## config.mk

```make
export PLATFORM = sky130hd
export DESIGN_NAME = hvsync_generator
export DESIGN_NICKNAME = d
export VERILOG_FILES = /design/src/rtl/hvsync_generator.sv
export SDC_FILE = /design/constraint.sdc
export NUM_CORES = 1
export LEC_CHECK = 0
export CAP_MARGIN = 20
export CELL_PAD_IN_SITES_DETAIL_PLACEMENT = 1
export CELL_PAD_IN_SITES_GLOBAL_PLACEMENT = 1
export CORE_ASPECT_RATIO = 2
export CORE_MARGIN = 8
export CORE_UTILIZATION = 42
export DETAILED_ROUTE_END_ITERATION = 8
export PLACE_DENSITY = 0.85
export SYNTH_ARGS = -nofsm -noshare
export SYNTH_HDL_FRONTEND = slang
export SYNTH_SLANG_ARGS = --single-unit
```

## constraint.sdc

```tcl
create_clock -name clk -period 3.34 [get_ports clk]
set_input_delay 0.501 -clock clk [delete_from_list [all_inputs] [get_ports clk]]
set_output_delay 0.501 -clock clk [all_outputs]
set_load 0.03 [all_outputs]
```

## src/rtl/hvsync_generator.sv

```systemverilog
// Free-running VGA-style raster timing generator: pixel/line counters plus
// registered sync and display-enable strobes aligned with the visible counters.
module hvsync_generator #(
  parameter int unsigned H_DISPLAY  = 640,
  parameter int unsigned H_FRONT    = 16,
  parameter int unsigned H_SYNC     = 96,
  parameter int unsigned H_BACK     = 48,
  parameter int unsigned V_DISPLAY  = 480,
  parameter int unsigned V_FRONT    = 10,
  parameter int unsigned V_SYNC     = 2,
  parameter int unsigned V_BACK     = 33,
  parameter bit          H_SYNC_POL = 1'b0,
  parameter bit          V_SYNC_POL = 1'b0
) (
  input  logic       clk,
  input  logic       reset,
  output logic       hsync,
  output logic       vsync,
  output logic       display_on,
  output logic [9:0] hpos,
  output logic [9:0] vpos
);

  localparam int unsigned H_TOTAL = H_DISPLAY + H_FRONT + H_SYNC + H_BACK;
  localparam int unsigned V_TOTAL = V_DISPLAY + V_FRONT + V_SYNC + V_BACK;

  localparam logic [9:0]  H_LAST       = 10'(H_TOTAL - 1);
  localparam logic [9:0]  V_LAST       = 10'(V_TOTAL - 1);
  localparam logic [10:0] H_VIS        = 11'(H_DISPLAY);
  localparam logic [10:0] V_VIS        = 11'(V_DISPLAY);
  localparam logic [10:0] H_SYNC_START = 11'(H_DISPLAY + H_FRONT);
  localparam logic [10:0] H_SYNC_END   = 11'(H_DISPLAY + H_FRONT + H_SYNC);
  localparam logic [10:0] V_SYNC_START = 11'(V_DISPLAY + V_FRONT);
  localparam logic [10:0] V_SYNC_END   = 11'(V_DISPLAY + V_FRONT + V_SYNC);

  logic [9:0] hpos_q, hpos_d;
  logic [9:0] vpos_q, vpos_d;
  logic       hsync_q, hsync_d;
  logic       vsync_q, vsync_d;
  logic       disp_q, disp_d;
  logic       h_wrap;
  logic [10:0] h_ext, v_ext;

  always_comb begin
    h_wrap = (hpos_q == H_LAST);
    hpos_d = h_wrap ? '0 : hpos_q + 10'd1;
    vpos_d = vpos_q;
    if (h_wrap) begin
      vpos_d = (vpos_q == V_LAST) ? '0 : vpos_q + 10'd1;
    end
  end

  // Strobes decode the next counter values so they land in the same cycle
  // as the hpos/vpos they describe.
  always_comb begin
    h_ext   = {1'b0, hpos_d};
    v_ext   = {1'b0, vpos_d};
    hsync_d = ((h_ext >= H_SYNC_START) && (h_ext < H_SYNC_END)) ? H_SYNC_POL : ~H_SYNC_POL;
    vsync_d = ((v_ext >= V_SYNC_START) && (v_ext < V_SYNC_END)) ? V_SYNC_POL : ~V_SYNC_POL;
    disp_d  = (h_ext < H_VIS) && (v_ext < V_VIS);
  end

  always_ff @(posedge clk or negedge reset) begin
    if (!reset) begin
      hpos_q  <= '0;
      vpos_q  <= '0;
      hsync_q <= ~H_SYNC_POL;
      vsync_q <= ~V_SYNC_POL;
      disp_q  <= 1'b1;
    end else begin
      hpos_q  <= hpos_d;
      vpos_q  <= vpos_d;
      hsync_q <= hsync_d;
      vsync_q <= vsync_d;
      disp_q  <= disp_d;
    end
  end

  assign hpos       = hpos_q;
  assign vpos       = vpos_q;
  assign hsync      = hsync_q;
  assign vsync      = vsync_q;
  assign display_on = disp_q;

endmodule

```

* After elaboration in Yosys (flattened, before gate mapping) *
Index checks and enable logic that the tools add are counted.

word-level totals
  register bits after elaboration = 23
  bits of input ports = 2
  logic and storage cells = 23
  output and inout port bits = 23

cells by class
  order comparisons = 6
  $add $sub $neg = 2
  eq/ne operators = 2
  multiplexer cells = 5
  reductions and logical operators = 3

operators with widths
  kind                                                          number
  2-to-1 mux 10 bit                                             3
  adder 10 x 1 -> 10 bit (second input constant)                2
  == test 10 bit (second input constant)                        2
  less-than comparator 10 bit (second input constant)           2
  less-than comparator 10 x 9 -> 1 bit (second input constant)  2
  >= comparator 10 bit (second input constant)                  1
  >= comparator 10 x 9 -> 1 bit (second input constant)         1
  logical AND 1 bit                                             3
  2-to-1 mux 1 bit                                              2

* Longest topological paths before layout *
Gate-level depths: netlist of the first run.

  depth in word-level cells = 6
  gate-level depth with buffers = 9
  mapped depth without buffers = 7

* Least setup slack after synthesis of the first run *
No wires, ideal clock.

  path type = reg2reg
  start point = register hpos_q[0] (netlist: hpos[0])
  end point = register hsync_q (netlist: hsync)
  path slack = 1.263 ns
  stages on the path, launching flop included = 8
  arrival time = 1.992 ns
  buffers on the path = 2
  clock period less this slack = 2.077 ns
  library setup time = 0.084 ns
  path through = dfrtp_1 -> ha_1 -> and4_4 -> buf_6 -> and4_4 -> buf_6 -> or4_1 -> o2111ai_1

on the way
  cells in the longest elaborated chain, start to end = 5
  elaborated cells on any way between the ends = 7
  classes of those cells = 1 x add/sub; 2 x order compare; 1 x eq/ne; 2 x mux; 1 x reduce/logical

RTL lines
  item                                                                 RTL line  RTL
  start, declared                                                      36        logic [9:0] hpos_q, hpos_d;
  start signal, assigned                                               71        hpos_q <= hpos_d;
  adder 10 x 1 -> 10 bit or == test 10 bit (tied branches)             46, 45
  2-to-1 mux 10 bit *                                                  46        hpos_d = h_wrap ? '0 : hpos_q + 10'd1;
  >= comparator 10 bit or less-than comparator 10 bit (tied branches)  58        hsync_d = ((h_ext >= H_SYNC_START) && (h_ext < H_SYNC_END)) ? H_SYNC_POL : ~H_SYNC_POL;
  logical AND 1 bit *                                                  58
  2-to-1 mux 1 bit *                                                   58
  via hsync_d                                                          38        logic hsync_q, hsync_d;
  end signal, assigned                                                 67        hsync_q <= ~H_SYNC_POL;
  end signal, assigned                                                 73        hsync_q <= hsync_d;
  end, declared                                                        38

The timed path passes the listed nets; every way through them passes the cells marked *.

* Final worst setup path of the first run *
  start point = register hpos_q[0] (netlist: hpos[0])
  end point = register vsync_q (netlist: vsync)

on the way
  cells in the longest elaborated chain, start to end = 5
  elaborated cells on any way between the ends = 6
  classes of those cells = 2 x order compare; 1 x eq/ne; 2 x mux; 1 x reduce/logical

RTL lines
  item                                                                                   RTL line  RTL
  == test 10 bit *                                                                       45        h_wrap = (hpos_q == H_LAST);
  2-to-1 mux 10 bit *                                                                    48        if (h_wrap) begin
  >= comparator 10 x 9 -> 1 bit or less-than comparator 10 x 9 -> 1 bit (tied branches)  59        vsync_d = ((v_ext >= V_SYNC_START) && (v_ext < V_SYNC_END)) ? V_SYNC_POL : ~V_SYNC_POL;
  logical AND 1 bit *                                                                    59
  2-to-1 mux 1 bit *                                                                     59
  via vsync_d                                                                            39        logic vsync_q, vsync_d;
  end signal, assigned                                                                   68        vsync_q <= ~V_SYNC_POL;
  end signal, assigned                                                                   74        vsync_q <= vsync_d;
  end, declared                                                                          39

Marks and branches as above.

==> summary.txt, run 1 <==
Most frequent cell after synthesis - sky130_fd_sc_hd__dfrtp_1
Met2 wire length - 2.126 mm
Worst vdd ir - 0.2529 mV
Non-Filler Cell Area, Final - 0.001673 mm²
Residual overflow from global routing - 0
GR Util All Layers - 14.99%
Num ports - 25
Layout area overhead - 21.99%
Number of distinct library cells after synthesis - 41
Total Routed Length - 3.938 mm
Source-to-sink clock delay at the later pin of the worst-skew pair - 0.27 ns
Initial antenna violation count - 0
Proportion of netlist area held by the largest area contributor - 36.50%
Number of hold violations in the final report - 0
CP endpoint kind - flop
Buffer type at the clock tree root - sky130_fd_sc_hd__clkbuf_8
Post-DR wirelength/cell - 19.99 µm
Post-synth top flop - sky130_fd_sc_hd__dfrtp_1
Number of port buffers - 24
Post-detailed-placement half-perimeter wirelength - 3.036 mm
Number of synthesized flops with an enable pin - 0
Post-route minimum period - 2.120 ns
Largest area contributor in the synthesized netlist - sky130_fd_sc_hd__dfrtp_1
Total Die Area - 0.005461 mm²
Startpoint types - flop
Setup Viol. Count Final - 0
Clock H-tree levels - 1
Leakage power summed over all cells - 0.6421 nW
Total via count after detailed routing - 1184
Maximum number of pins on one net before global-route repair - 24
TritonCTS clock tree - done
Synthesis-stage register bit count - 23
Total count of max-transition violations in the final report - 0
Via count of the first global-routing pass - 1342
Remaining routing DRC violations - 0
Hold WS - 0.5359 ns
Setup clock skew after layout - 0.001809 ns
Uppermost signal routing layer after detailed routing - met4
Number of sinks driven by the clock tree - 23
Post-cts repair resize count - 0
Diodes inserted - 0
Data arrival time of the critical path - 2.30 ns
Setup_tns - 0 ns
Async SR Flop Fraction - 100.0%
Global-route wire length before repair - 6.582 mm
Type of the setup path with the least slack - flop to flop
Post-route ant nets - 0
Number of standard cells after synthesis - 142
Final estimated routing congestion in global placement - 0.9132
Tcrit/Tclk final - 63.47%
Layout cells sized above 1 - 10.84%
Relative slew margins - 68.14%
Die Span Y - 96.81 µm
Floorplan row count - 29
Transition time of the tightest slew-check pin - 0.4765 ns
Initial cell density of the core - 43.44%
Placement-stage cell area - 0.001600 mm²
Fin nets - 173
Number of detailed-routing iterations run before antenna repair - 4
Area inside the core boundary - 0.003157 mm²
Cell Pwr Density - 276.6 mW/mm²
Biggest area contributors in the synthesized netlist - sky130_fd_sc_hd__dfrtp_1 36%, sky130_fd_sc_hd__dfstp_2 5.7%, sky130_fd_sc_hd__xnor2_1 4.5%
Cts hold-fix bufs - 0
Seq/Total Area, Yosys - 42.24%
Longest Clk Path Bufs - 2
Post-CTS setup repair buffer count - 0
Max_cap viols - 0
Syn_nets - 148
Number of violations reported at the end of detailed-routing iteration 0 - 28
Area of the mapped netlist - 0.001371 mm²
RSZ-0062 raised after global routing - false
Worst min-delay path category - flop to flop
Syn avg cell area - 9.657 µm²
Number of warnings printed during yosys synthesis - 0
CTS clk-pin slew, worst paths - 0.08 ns
Largest fanout on the critical path - 15
Met1 wire length - 1.407 mm
Highest clock frequency the design can meet - 471.7 MHz
Number of fill cells - 364
Inserted Clock Buffers - 3
Outcome - finished, final reports clean
Chip Width - 56.41 µm
Required time reported for the critical path endpoint - 3.52 ns
Top cells by instance count after synthesis - 20 x sky130_fd_sc_hd__dfrtp_1, 15 x sky130_fd_sc_hd__nand2_1, 13 x sky130_fd_sc_hd__nor2_1
Wire length on met3 - 166 µm
Via-per-instance ratio - 6.010
[registers in the layout, summed over array words and instances, names as in the netlist]
| signal | cells |
|---|---|
| hsync | 1 |
| hpos | 10 |
| vsync | 1 |
| display_on | 1 |
| vpos | 10 |
[cell type report]
class | instances | area [µm²] | share of cell area (%)
Tap cell | 31 | 38.79 | 2.319
Timing Repair Buffer | 25 | 267.8 | 16.01
Multi-Input combinational cell | 104 | 704.4 | 42.11
Sequential cell | 23 | 579.3 | 34.63
Inverter | 10 | 37.54 | 2.244
Clock buffer | 4 | 45.04 | 2.693
[placed cells by master (no fill, tap or decap), types with 2 or more instances in the layout]
cell type / Yosys / layout
sky130_fd_sc_hd__a31o_2: 2 / 2
sky130_fd_sc_hd__dfrtp_1: 20 / 20
sky130_fd_sc_hd__inv_1: 10 / 10
sky130_fd_sc_hd__nand3b_1: 2 / 2
sky130_fd_sc_hd__nand4_1: 3 / 3
sky130_fd_sc_hd__dfstp_2: 3 / 3
sky130_fd_sc_hd__nand2_1: 15 / 15
sky130_fd_sc_hd__nor3_1: 4 / 4
sky130_fd_sc_hd__ha_1: 4 / 4
sky130_fd_sc_hd__nor4_1: 4 / 4
sky130_fd_sc_hd__clkdlybuf4s50_1: 0 / 24
sky130_fd_sc_hd__nand2b_1: 3 / 3
sky130_fd_sc_hd__o21ai_0: 9 / 9
sky130_fd_sc_hd__xor2_1: 4 / 4
sky130_fd_sc_hd__o2111ai_1: 2 / 2
sky130_fd_sc_hd__nand3_1: 7 / 7
sky130_fd_sc_hd__clkbuf_8: 0 / 3
sky130_fd_sc_hd__nor2_1: 13 / 13
sky130_fd_sc_hd__xnor2_1: 7 / 7
sky130_fd_sc_hd__and4_4: 2 / 2
sky130_fd_sc_hd__a21oi_1: 3 / 3
[final timing paths]
kind | start | endpoint | slack [ns] | cells past startpoint
max reg2reg | hpos[0] | vsync | 1.22 | 6
max in group asynchronous | reset | hsync | 2.26 | 2
max | hpos[0] | vsync | 1.22 | 6
min | hpos[0] | hpos[0] | 0.54 | 1
min reg2reg | hpos[0] | hpos[0] | 0.54 | 1
min in group asynchronous | reset | hpos[2] | 0.55 | 1
[per-layer routing]
layer / track usage, % / up-vias
met5: 0 / -
met4: 12.85 / 0
met3: 3.796 / 18
met2: 26.01 / 36
met1: 13.69 / 576
li1: - / 554
[worst max-delay path, cell delays in order (launching register included)]
cell and delay (ns):
sky130_fd_sc_hd__dfrtp_1 0.42, sky130_fd_sc_hd__ha_1 0.23, sky130_fd_sc_hd__and4_4 0.30, sky130_fd_sc_hd__and4_4 0.36, sky130_fd_sc_hd__o21ai_0 0.21, sky130_fd_sc_hd__a22oi_1 0.35, sky130_fd_sc_hd__nand4_1 0.16
[report_power, final]
part           switching, W  total (W)  internal, W  leakage, nW
logic            0.00000615  0.0000104   0.00000426        0.323
registers                 0   0.000278     0.000278        0.297
clock network     0.0000887   0.000174    0.0000853       0.0228
total             0.0000948   0.000463     0.000368        0.642
[metrics by stage]
stage	std cells	util [%]	setup WS (ns)	total power, W
5_1_grt	197	52.99	1.045	0.0004799
3_3_place_gp	192	50.69	1.346	0.0002903
6_report	197	52.99	1.220	0.0004627
2_1_floorplan	142	-	1.263	0.0002839
3_5_place_dp	192	50.69	1.260	0.0002908
4_1_cts	196	52.12	1.246	0.0004648
[kinds of logic after synthesis]
logic type	synth area share [%]
buffers and inverters	6.387
adders and majority gates	3.650
xor gates and xnor gates	7.025
DFF	42.24
and+or+nand+nor	24.91
muxes	1.551
AOI/OAI and AO/OA	14.23
Note: power is estimated with default switching activity, not from simulation.
==> inputs of run 2 (changes only) <==
- CORE_UTILIZATION: 42 -> 35
- PLACE_DENSITY: 0.85 -> 0.76
- clock period: 3.34 -> 1.7 ns (I/O delays scaled with it)
==> run 2 against run 1 <==
- the run now ends with negative setup slack left
- non-clock buffer count up 38
- register-to-register slack worse by 1.4 ns
- sequential share of layout area down 7.1 points
- setup slack worse by 1.4 ns
- die area up 15%
- global-route usage up 0.91 points
- design area up 27%
- combinational power up 42%
- power up 97%
- critical path type unchanged
- largest cell class unchanged
==> summary.txt, run 2 (synthesis gave the netlist of run 1 again) <==
Final standard cell count with taps included and fillers excluded - 256 (was 197)
Die Span Y - 104.5 µm (was 96.81 µm)
Relative slew margins - 70.49% (was 68.14%)
Diodes inserted - 0 (unchanged)
Hold WS - 0.3507 ns (was 0.5359 ns)
Clock H-tree levels - 1 (unchanged)
Longest Clk Path Bufs - 2 (unchanged)
Source-to-sink clock delay at the later pin of the worst-skew pair - 0.27 ns (about the same)
Total Routed Length - 4.850 mm (was 3.938 mm)
Startpoint types - flop (unchanged)
Commonest non-fill, non-tap cells in the layout - 37 x sky130_fd_sc_hd__buf_4, 16 x sky130_fd_sc_hd__dfrtp_1, 16 x sky130_fd_sc_hd__dlygate4sd2_1 (was 24 x sky130_fd_sc_hd__clkdlybuf4s50_1, 20 x sky130_fd_sc_hd__dfrtp_1, 15 x sky130_fd_sc_hd__nand2_1)
Number of violations reported at the end of detailed-routing iteration 0 - 21 (was 28)
Transition time of the tightest slew-check pin - 0.4357 ns (was 0.4765 ns)
Setup_tns - -0.8382 ns (was 0 ns)
Tcrit/Tclk final - 111.1% (was 63.47%)
Leakage power summed over all cells - 0.9593 nW (was 0.6421 nW)
Violations in the final reports - negative setup slack
Global-route wire length before repair - 7.748 mm (was 6.582 mm)
Maximum number of pins on one net before global-route repair - 24 (unchanged)
Initial cell density of the core - 36.05% (was 43.44%)
Most common library cell in the layout ignoring fill and taps - sky130_fd_sc_hd__buf_4 (was sky130_fd_sc_hd__clkdlybuf4s50_1)
Area inside the core boundary - 0.003804 mm² (was 0.003157 mm²)
Largest fanout on the critical path - 5 (was 15)
Outcome - complete, but fails checks (was finished, final reports clean)
Required time reported for the critical path endpoint - 1.85 ns (was 3.52 ns)
CP endpoint kind - flop (unchanged)
Worst vdd ir - 0.4617 mV (was 0.2529 mV)
Number of detailed-routing iterations run before antenna repair - 4 (unchanged)
Post-detailed-placement half-perimeter wirelength - 3.530 mm (was 3.036 mm)
Total Die Area - 0.006298 mm² (was 0.005461 mm²)
Cts hold-fix bufs - 0 (unchanged)
Floorplan row count - 32 (was 29)
Post-DR wirelength/cell - 18.95 µm (was 19.99 µm)
Initial antenna violation count - 0 (unchanged)
Inserted Clock Buffers - 3 (unchanged)
Number of sinks driven by the clock tree - 23 (unchanged)
Total design power - 0.0009130 W (was 0.0004627 W)
Final estimated routing congestion in global placement - 0.9160 (was 0.9132)
Number of port buffers - 24 (unchanged)
Buffer type at the clock tree root - sky130_fd_sc_hd__clkbuf_8 (unchanged)
Remaining routing DRC violations - 0 (unchanged)
Setup Viol. Count Final - 8 (was 0)
Layout area overhead - 54.74% (was 21.99%)
Number of cells after detailed placement - 241 (was 192)
CTS clk-pin slew, worst paths - 0.08 ns (about the same)
Worst min-delay path category - input pin to async pin (was flop to flop)
Type of the setup path with the least slack - flop to flop (unchanged)
Layout cells sized above 1 - 40.49% (was 10.84%)
Total via count after detailed routing - 1383 (was 1184)
Chip Width - 60.26 µm (was 56.41 µm)
Via-per-instance ratio - 5.402 (was 6.010)
Highest clock frequency the design can meet - 529.4 MHz (was 471.7 MHz)
Post-route ant nets - 0 (unchanged)
Data arrival time of the critical path - 2.04 ns (was 2.30 ns)
Max_cap viols - 0 (unchanged)
Setup clock skew after layout - 0.004247 ns (was 0.001809 ns)
GR Util All Layers - 15.90% (was 14.99%)
Fin nets - 212 (was 173)
RSZ-0062 raised after global routing - true (was false)
Via count of the first global-routing pass - 1628 (was 1342)
Residual overflow from global routing - 0 (unchanged)
TritonCTS clock tree - done (unchanged)
Number of hold violations in the final report - 0 (unchanged)
Cell Pwr Density - 430.3 mW/mm² (was 276.6 mW/mm²)
Num ports - 25 (unchanged)
Total count of max-transition violations in the final report - 0 (unchanged)
Post-route worst setup slack - -0.1889 ns (was 1.220 ns)
Post-route minimum period - 1.889 ns (was 2.120 ns)
run 2: what timing repair did:
action | CTS | global route
endpoints found under the setup margin | 26 | 14
gates resized for setup | 22 | 14
buffers inserted | 6 | 4
pin swaps | 8 | 6
cloned | 1 | 0
run 2: power breakdown:
part	switching [W]	internal [W]	total (W)
combinational	0.0000113	0.00000353	0.0000148
sequential	0	0.000547	0.000547
clock	0.000184	0.000168	0.000351
total	0.000195	0.000718	0.000913
run 2: critical path: stages (launching register included):
cell	delay [ns]
sky130_fd_sc_hd__dfrtp_2	0.42
sky130_fd_sc_hd__inv_2	0.08
sky130_fd_sc_hd__ha_4	0.15
sky130_fd_sc_hd__or3b_4	0.39
sky130_fd_sc_hd__nor4_4	0.13
sky130_fd_sc_hd__buf_4	0.18
sky130_fd_sc_hd__nand2b_4	0.16
sky130_fd_sc_hd__buf_4	0.11
sky130_fd_sc_hd__buf_4	0.09
sky130_fd_sc_hd__o22ai_1	0.07
run 2: path summary, 6_finish.rpt:
path / to / slack [ns] / depth (start not counted) / start
min in group clk: hpos[0] / 0.59 / 2 / hpos[0]
hold reg to reg: hpos[0] / 0.59 / 2 / hpos[0]
setup / recovery: vpos[1] / -0.19 / 9 / vpos[0]
hold / removal: vpos[4] / 0.35 / 2 / reset
setup reg to reg: vpos[1] / -0.19 / 9 / vpos[0]
max in group asynchronous: vsync / 1.06 / 2 / reset
run 2: area by class of cell:
| class | count | area, µm² |
|---|---|---|
| multi-input combinational | 105 | 852.1 |
| sequential | 23 | 584.3 |
| fill | 442 | 1682 |
| inverter | 10 | 37.54 |
| tap | 51 | 63.81 |
| timing repair buffer | 63 | 539.3 |
| clock buffer | 4 | 45.04 |
run 2: metrics by stage:
stage | worst slack [ns] | cell area [µm²] | util (%)
5_1_grt | -0.2491 | 2122 | 55.79
3_5_place_dp | -0.2888 | 1924 | 50.59
4_1_cts | -0.2540 | 2032 | 53.42
2_1_floorplan | -0.1937 | 1440 | -
6_report | -0.1889 | 2122 | 55.79
3_3_place_gp | -0.2427 | 1924 | 50.59
run 2: metal layers:
layer  vias up  routed length, µm  track usage (%)
met5         -                  0                0
li1        632                  -                -
met4         0                284            9.294
met2        52               2707            29.92
met1       675               1648            14.89
met3        24                209            1.983
